===== config.mk =====
export PLATFORM = sky130hd
export DESIGN_NAME = child_tx
export DESIGN_NICKNAME = d
export VERILOG_FILES = /design/src/rtl/child_link_pkg.sv /design/src/rtl/child_tx_baud.sv /design/src/rtl/child_tx.sv
export SDC_FILE = /design/constraint.sdc
export NUM_CORES = 1
export LEC_CHECK = 0
export ABC_AREA = 1
export CAP_MARGIN = 20
export CORE_AREA = 2 2 51 53
export DETAILED_ROUTE_END_ITERATION = 10
export DIE_AREA = 0 0 53 55
export HOLD_SLACK_MARGIN = 0.05
export PLACE_DENSITY_LB_ADDON = 0.12
export SYNTH_ARGS = -nofsm -noshare
export SYNTH_HDL_FRONTEND = slang
export SYNTH_SLANG_ARGS = --single-unit
export TNS_END_PERCENT = 1

===== constraint.sdc =====
create_clock -name clk -period 1.4 [get_ports clk]
set_input_delay 0.28 -clock clk [delete_from_list [all_inputs] [get_ports clk]]
set_output_delay 0.28 -clock clk [all_outputs]
set_load 0.1 [all_outputs]

===== src/rtl/child_link_pkg.sv =====
// Shared definitions for the CHILD serial link: state encoding, line levels and
// frame-length arithmetic used by both the transmitter and a matching receiver.
package child_link_pkg;

  typedef enum logic [2:0] {
    IDLE   = 3'd0,
    START  = 3'd1,
    DATA   = 3'd2,
    PARITY = 3'd3,
    STOP   = 3'd4
  } state_t;

  localparam logic LINE_IDLE = 1'b1;

  // Clock cycles from the first start-bit cycle to the last stop-bit cycle.
  function automatic int frame_cycles(input int data_w, input int parity_en,
                                      input int clks_per_bit);
    return (2 + data_w + parity_en) * clks_per_bit;
  endfunction

endpackage


===== src/rtl/child_tx_baud.sv =====
// Bit-period timer: counts CLKS_PER_BIT clocks while enabled and pulses
// bit_done on the last clock of every serial bit.
module child_tx_baud #(
  parameter int CLKS_PER_BIT = 4
) (
  input  logic clk,
  input  logic rst_n,
  input  logic clear,
  input  logic en,
  output logic bit_done
);

  localparam int CW = (CLKS_PER_BIT > 1) ? $clog2(CLKS_PER_BIT) : 1;
  localparam logic [CW-1:0] LAST = CW'(CLKS_PER_BIT - 1);

  logic [CW-1:0] cnt;

  assign bit_done = en && (cnt == LAST);

  // NOTE: sequential state uses non-blocking assignments so every register
  // samples the pre-edge values of its neighbours.
  always_ff @(posedge clk) begin
    if (!rst_n || clear) begin
      cnt <= '0;
    end else if (bit_done) begin
      cnt <= '0;
    end else if (en) begin
      cnt <= cnt + CW'(1);
    end
  end

endmodule


===== src/rtl/child_tx.sv =====
// Serial transmitter for the CHILD I pin: accepts words over valid/ready and
// sends start, LSB-first data, optional even parity and stop bits.
module child_tx
  import child_link_pkg::*;
#(
  parameter int DATA_W       = 8,
  parameter int CLKS_PER_BIT = 4,
  parameter int PARITY_EN    = 1
) (
  input  logic              clk,
  input  logic              rst_n,
  input  logic [DATA_W-1:0] in_data,
  input  logic              in_valid,
  output logic              in_ready,
  output logic              O,
  output logic              busy
);

  localparam int BW = $clog2(DATA_W + 1);
  localparam logic [BW-1:0] LAST_BIT = BW'(DATA_W - 1);

  state_t            state, state_nx;
  logic [DATA_W-1:0] shift, shift_nx, shift_shr;
  logic [BW-1:0]     bit_cnt, bit_cnt_nx;
  logic              parity, parity_nx;
  logic              o_nx, busy_nx, ready_nx;
  logic              bit_done;

  assign shift_shr = shift >> 1;

  child_tx_baud #(
    .CLKS_PER_BIT(CLKS_PER_BIT)
  ) u_baud (
    .clk      (clk),
    .rst_n    (rst_n),
    .clear    (state == IDLE),
    .en       (state != IDLE),
    .bit_done (bit_done)
  );

  // NOTE: every signal gets a default before the case so no path leaves a
  // value unassigned, which would otherwise infer a latch.
  always_comb begin
    state_nx   = state;
    shift_nx   = shift;
    bit_cnt_nx = bit_cnt;
    parity_nx  = parity;
    o_nx       = O;
    busy_nx    = busy;
    ready_nx   = in_ready;
    case (state)
      IDLE: begin
        o_nx     = LINE_IDLE;
        busy_nx  = 1'b0;
        ready_nx = 1'b1;
        if (in_valid && in_ready) begin
          shift_nx   = in_data;
          parity_nx  = ^in_data;
          bit_cnt_nx = '0;
          ready_nx   = 1'b0;
          busy_nx    = 1'b1;
          o_nx       = 1'b0;
          state_nx   = START;
        end
      end
      START: begin
        if (bit_done) begin
          o_nx     = shift[0];
          state_nx = DATA;
        end
      end
      DATA: begin
        if (bit_done) begin
          shift_nx = shift_shr;
          if (bit_cnt == LAST_BIT) begin
            bit_cnt_nx = '0;
            if (PARITY_EN != 0) begin
              o_nx     = parity;
              state_nx = PARITY;
            end else begin
              o_nx     = LINE_IDLE;
              state_nx = STOP;
            end
          end else begin
            // The line register is loaded with the bit that follows the shift.
            bit_cnt_nx = bit_cnt + BW'(1);
            o_nx       = shift_shr[0];
          end
        end
      end
      PARITY: begin
        if (bit_done) begin
          o_nx     = LINE_IDLE;
          state_nx = STOP;
        end
      end
      STOP: begin
        if (bit_done) begin
          o_nx     = LINE_IDLE;
          busy_nx  = 1'b0;
          ready_nx = 1'b1;
          state_nx = IDLE;
        end
      end
      default: state_nx = IDLE;
    endcase
  end

  // NOTE: the shift register is a plain register, not a memory array, so it
  // is cleared with the rest of the state on reset.
  always_ff @(posedge clk) begin
    if (!rst_n) begin
      state    <= IDLE;
      shift    <= '0;
      bit_cnt  <= '0;
      parity   <= 1'b0;
      O        <= LINE_IDLE;
      busy     <= 1'b0;
      in_ready <= 1'b0;
    end else begin
      state    <= state_nx;
      shift    <= shift_nx;
      bit_cnt  <= bit_cnt_nx;
      parity   <= parity_nx;
      O        <= o_nx;
      busy     <= busy_nx;
      in_ready <= ready_nx;
    end
  end

endmodule


==> results.toml <==
[run_status]
status = "completed"

[critical_path]
cp.arrival_ps = 1520
critPathMaxFanout = 11
timing.rr.start = "state[1]"
rr_worst_depth = 6
critical_path_required_ps = 1620
end_kind = "flop"
crit_slowest_cell = "dfxtp_2"
reg2reg_slack_ps = 100
crit_chain = "nor2_4, nand4_2, nand2_4, inv_2, o21ai_0, nor2_1"
reg2reg_to = "bit_cnt[2]"
start_kind = "flop"
worstSetupPathType = "reg -> reg"
cp_slowest_stage_delay_ps = 400

[power_and_ir_drop]
power.total_mw = 2.39
vdd_drop_max_mv = 0.995
power_density_nw_per_um2 = 1500
leakagePower_nw = 0.757

[synth]
synthTopCellsByCount = "65 x nand2_1, 29 x nor2_1, 21 x dfxtp_1, 21 x inv_1, 12 x nand3_1"
syn_nets = 213
yosysMostFrequentCell = "nand2_1"
synth_cells = 200
ys_seq_area_share_pct = 33.5
synthArstFlopShare_pct = 0
synth_area_leaders = "dfxtp_1 34%, nand2_1 19%, nor2_1 8.7%"
yosys_warnings = 0
synth-seq-cells = 21
syn_area_um2 = 1250
ys_types = 22
synth_top_area_share_pct = 33.5
synth_top_area_cell = "dfxtp_1"
synth_edf_count = 0
synth_flop_cell = "dfxtp_1"
avgSynthCellArea_um2 = 6.27

[timing]
setup_viol_count_final = 0
clock_skew_ps = 7.92
worst_slew_pin_slew_ps = 196
hold_violations = 0
fin_ws_ps = 103
fin_setup_tns_ps = 0
relSlewSlack_pct = 86.8
fmax_mhz = 771
period_minus_slack_ps = 1300
rsz0062_at_grt = "yes"
finalMaxSlewViolations = 0
post-route-period-util_pct = 92.6

[placement]
place_hpwl_um = 2240
pre_cts_slack_ps = -137
place.gp.congestion = 0.847
io_buffers = 13
place_area_um2 = 1510

[global_routing]
antenna_found_initial = 0
grt_overflow = 0
grt_pass1_wl_um = 4920
grtUsageTotal_pct = 23.0
grt_pass1_vias = 1190
grt_max_degree = 13

[final_layout]
area_growth_syn_to_layout_pct = 26.9
nets = 239
final_util_pct = 67.3
drive_gt1_share_pct = 20.9
design_area_um2 = 1590
n_fill_cell = 221
multi_input_area_um2 = 746
num_antenna_cells = 0
regArea_um2 = 430

[worst_hold_path]
hold_depth = 2
min_path_type = "reg -> reg"
hold_start = "shift[7]"
hold_end = "shift[7]"

[drt]
vias = 1272
drc = 0
antenna_left = 0
drtIter0Drc = 23
wirelength_um = 2830
vias_per_cell = 4.99
first_pass_iters = 4
wire_per_inst_um = 11.1

[floorplanning]
coreArea_um2 = 2360
pin_count = 14
die_y_um = 55
die_area_um2 = 2920
num_rows = 18
die_w_um = 53
initial_utilization_pct = 53.0

[cts]
numClockSinks = 21
cts_tree = "done"
holdBufCountCts = 0
cts-root-buf = "clkbuf_4"
clockBufferDepth = 2
cts_setup_buffers = 0
cts_resized = 0
cts_inserted_buffers = 3
clk_latency_ps = 310
h-tree-depth = 1
cts.clk_slew.worst_paths_ps = 130

[job]
maxCapViolCount = 0
[logic make-up after synthesis]
| kind of cell | synth area share, % |
|---|---|
| AOI/OAI and AO/OA | 13.2 |
| xor gates and xnor gates | 1.40 |
| adders and majority gates | 2.00 |
| buffers and inverters | 10.9 |
| DFF | 33.5 |
| and+or+nand+nor | 39.0 |
[through the flow]
| step | std cells | hold slack [ps] |
|---|---|---|
| floorplan | 200 | 397 |
| global placement | 251 | 410 |
| detailed placement | 251 | 426 |
| CTS | 255 | 443 |
| global route | 255 | 507 |
| finish | 255 | 482 |
[layer usage]
| layer | share of wire (%) | GRT usage [%] |
|---|---|---|
| met1 | 43 | 26.1 |
| met2 | 52 | 42.9 |
| met3 | 2.8 | 3.49 |
| met4 | 1.7 | 10.3 |
| met5 | 0 | 0 |
[registers in the layout, indices dropped and copies added, names as in the netlist]
| register | cells |
|---|---|
| shift | 8 |
| bit_cnt | 4 |
| state | 3 |
| u_baud.cnt | 2 |
| O | 1 |
| busy | 1 |
| in_ready | 1 |
| parity | 1 |
[placed cells by master, fill, tap and decap left out]
| cell | instances |
|---|---|
| dfxtp_4 | 1 |
| clkinv_2 | 1 |
| nand4_2 | 1 |
| dfxtp_1 | 15 |
| nand3_4 | 1 |
| a21oi_2 | 3 |
| a21oi_1 | 9 |
| nand2_1 | 64 |
| xnor2_1 | 2 |
| nor2_1 | 27 |
| o21ai_1 | 7 |
| nor2_4 | 2 |
| nand3_1 | 12 |
| ha_4 | 2 |
| nor2_2 | 3 |
| inv_4 | 1 |
| nand2_2 | 4 |
| inv_1 | 20 |
| o21ai_0 | 11 |
| buf_12 | 3 |
| nand2_4 | 1 |
| buf_4 | 13 |
| clkbuf_4 | 3 |
| o211ai_1 | 1 |
| dfxtp_2 | 5 |
| inv_2 | 3 |
| clkdlybuf4s50_1 | 10 |
[where the power goes]
part,internal [mW],total [mW],switching (mW)
registers,0.750,0.886,0.137
clock network,0.107,0.301,0.194
logic,0.459,1.20,0.743
total,1.31,2.39,1.07
[cell type report]
type                       count  share of cell area [%]
multi-input combinational    150                    46.9
sequential                    21                    27.0
timing repair buffer          26                    16.2
inverter                      24                    5.82
tap                           30                    2.36
clock buffer                   3                    1.42
clock inverter                 1                   0.314
[worst max path at each step]
stage | cells after the start | end | slack (ps) | from
2_1_floorplan | 2 | busy | 80 | busy
3_3_place_gp | 6 | bit_cnt[2] | -90 | in_valid
3_5_place_dp | 6 | bit_cnt[2] | -140 | in_valid
4_1_cts | 8 | state[2] | 10 | bit_cnt[1]
5_1_grt | 9 | state[2] | -2 | bit_cnt[1]
6_report | 6 | bit_cnt[2] | 100 | state[1]
[critical path, delay by kind of cell (launching register included)]
family                 cells  cell delay [ps]
AND/OR/NAND/NOR            4              550
flip-flops                 1              400
AO/OA/AOI/OAI              1              150
buffers and inverters      1              110
(Power assumes the default switching activity.)
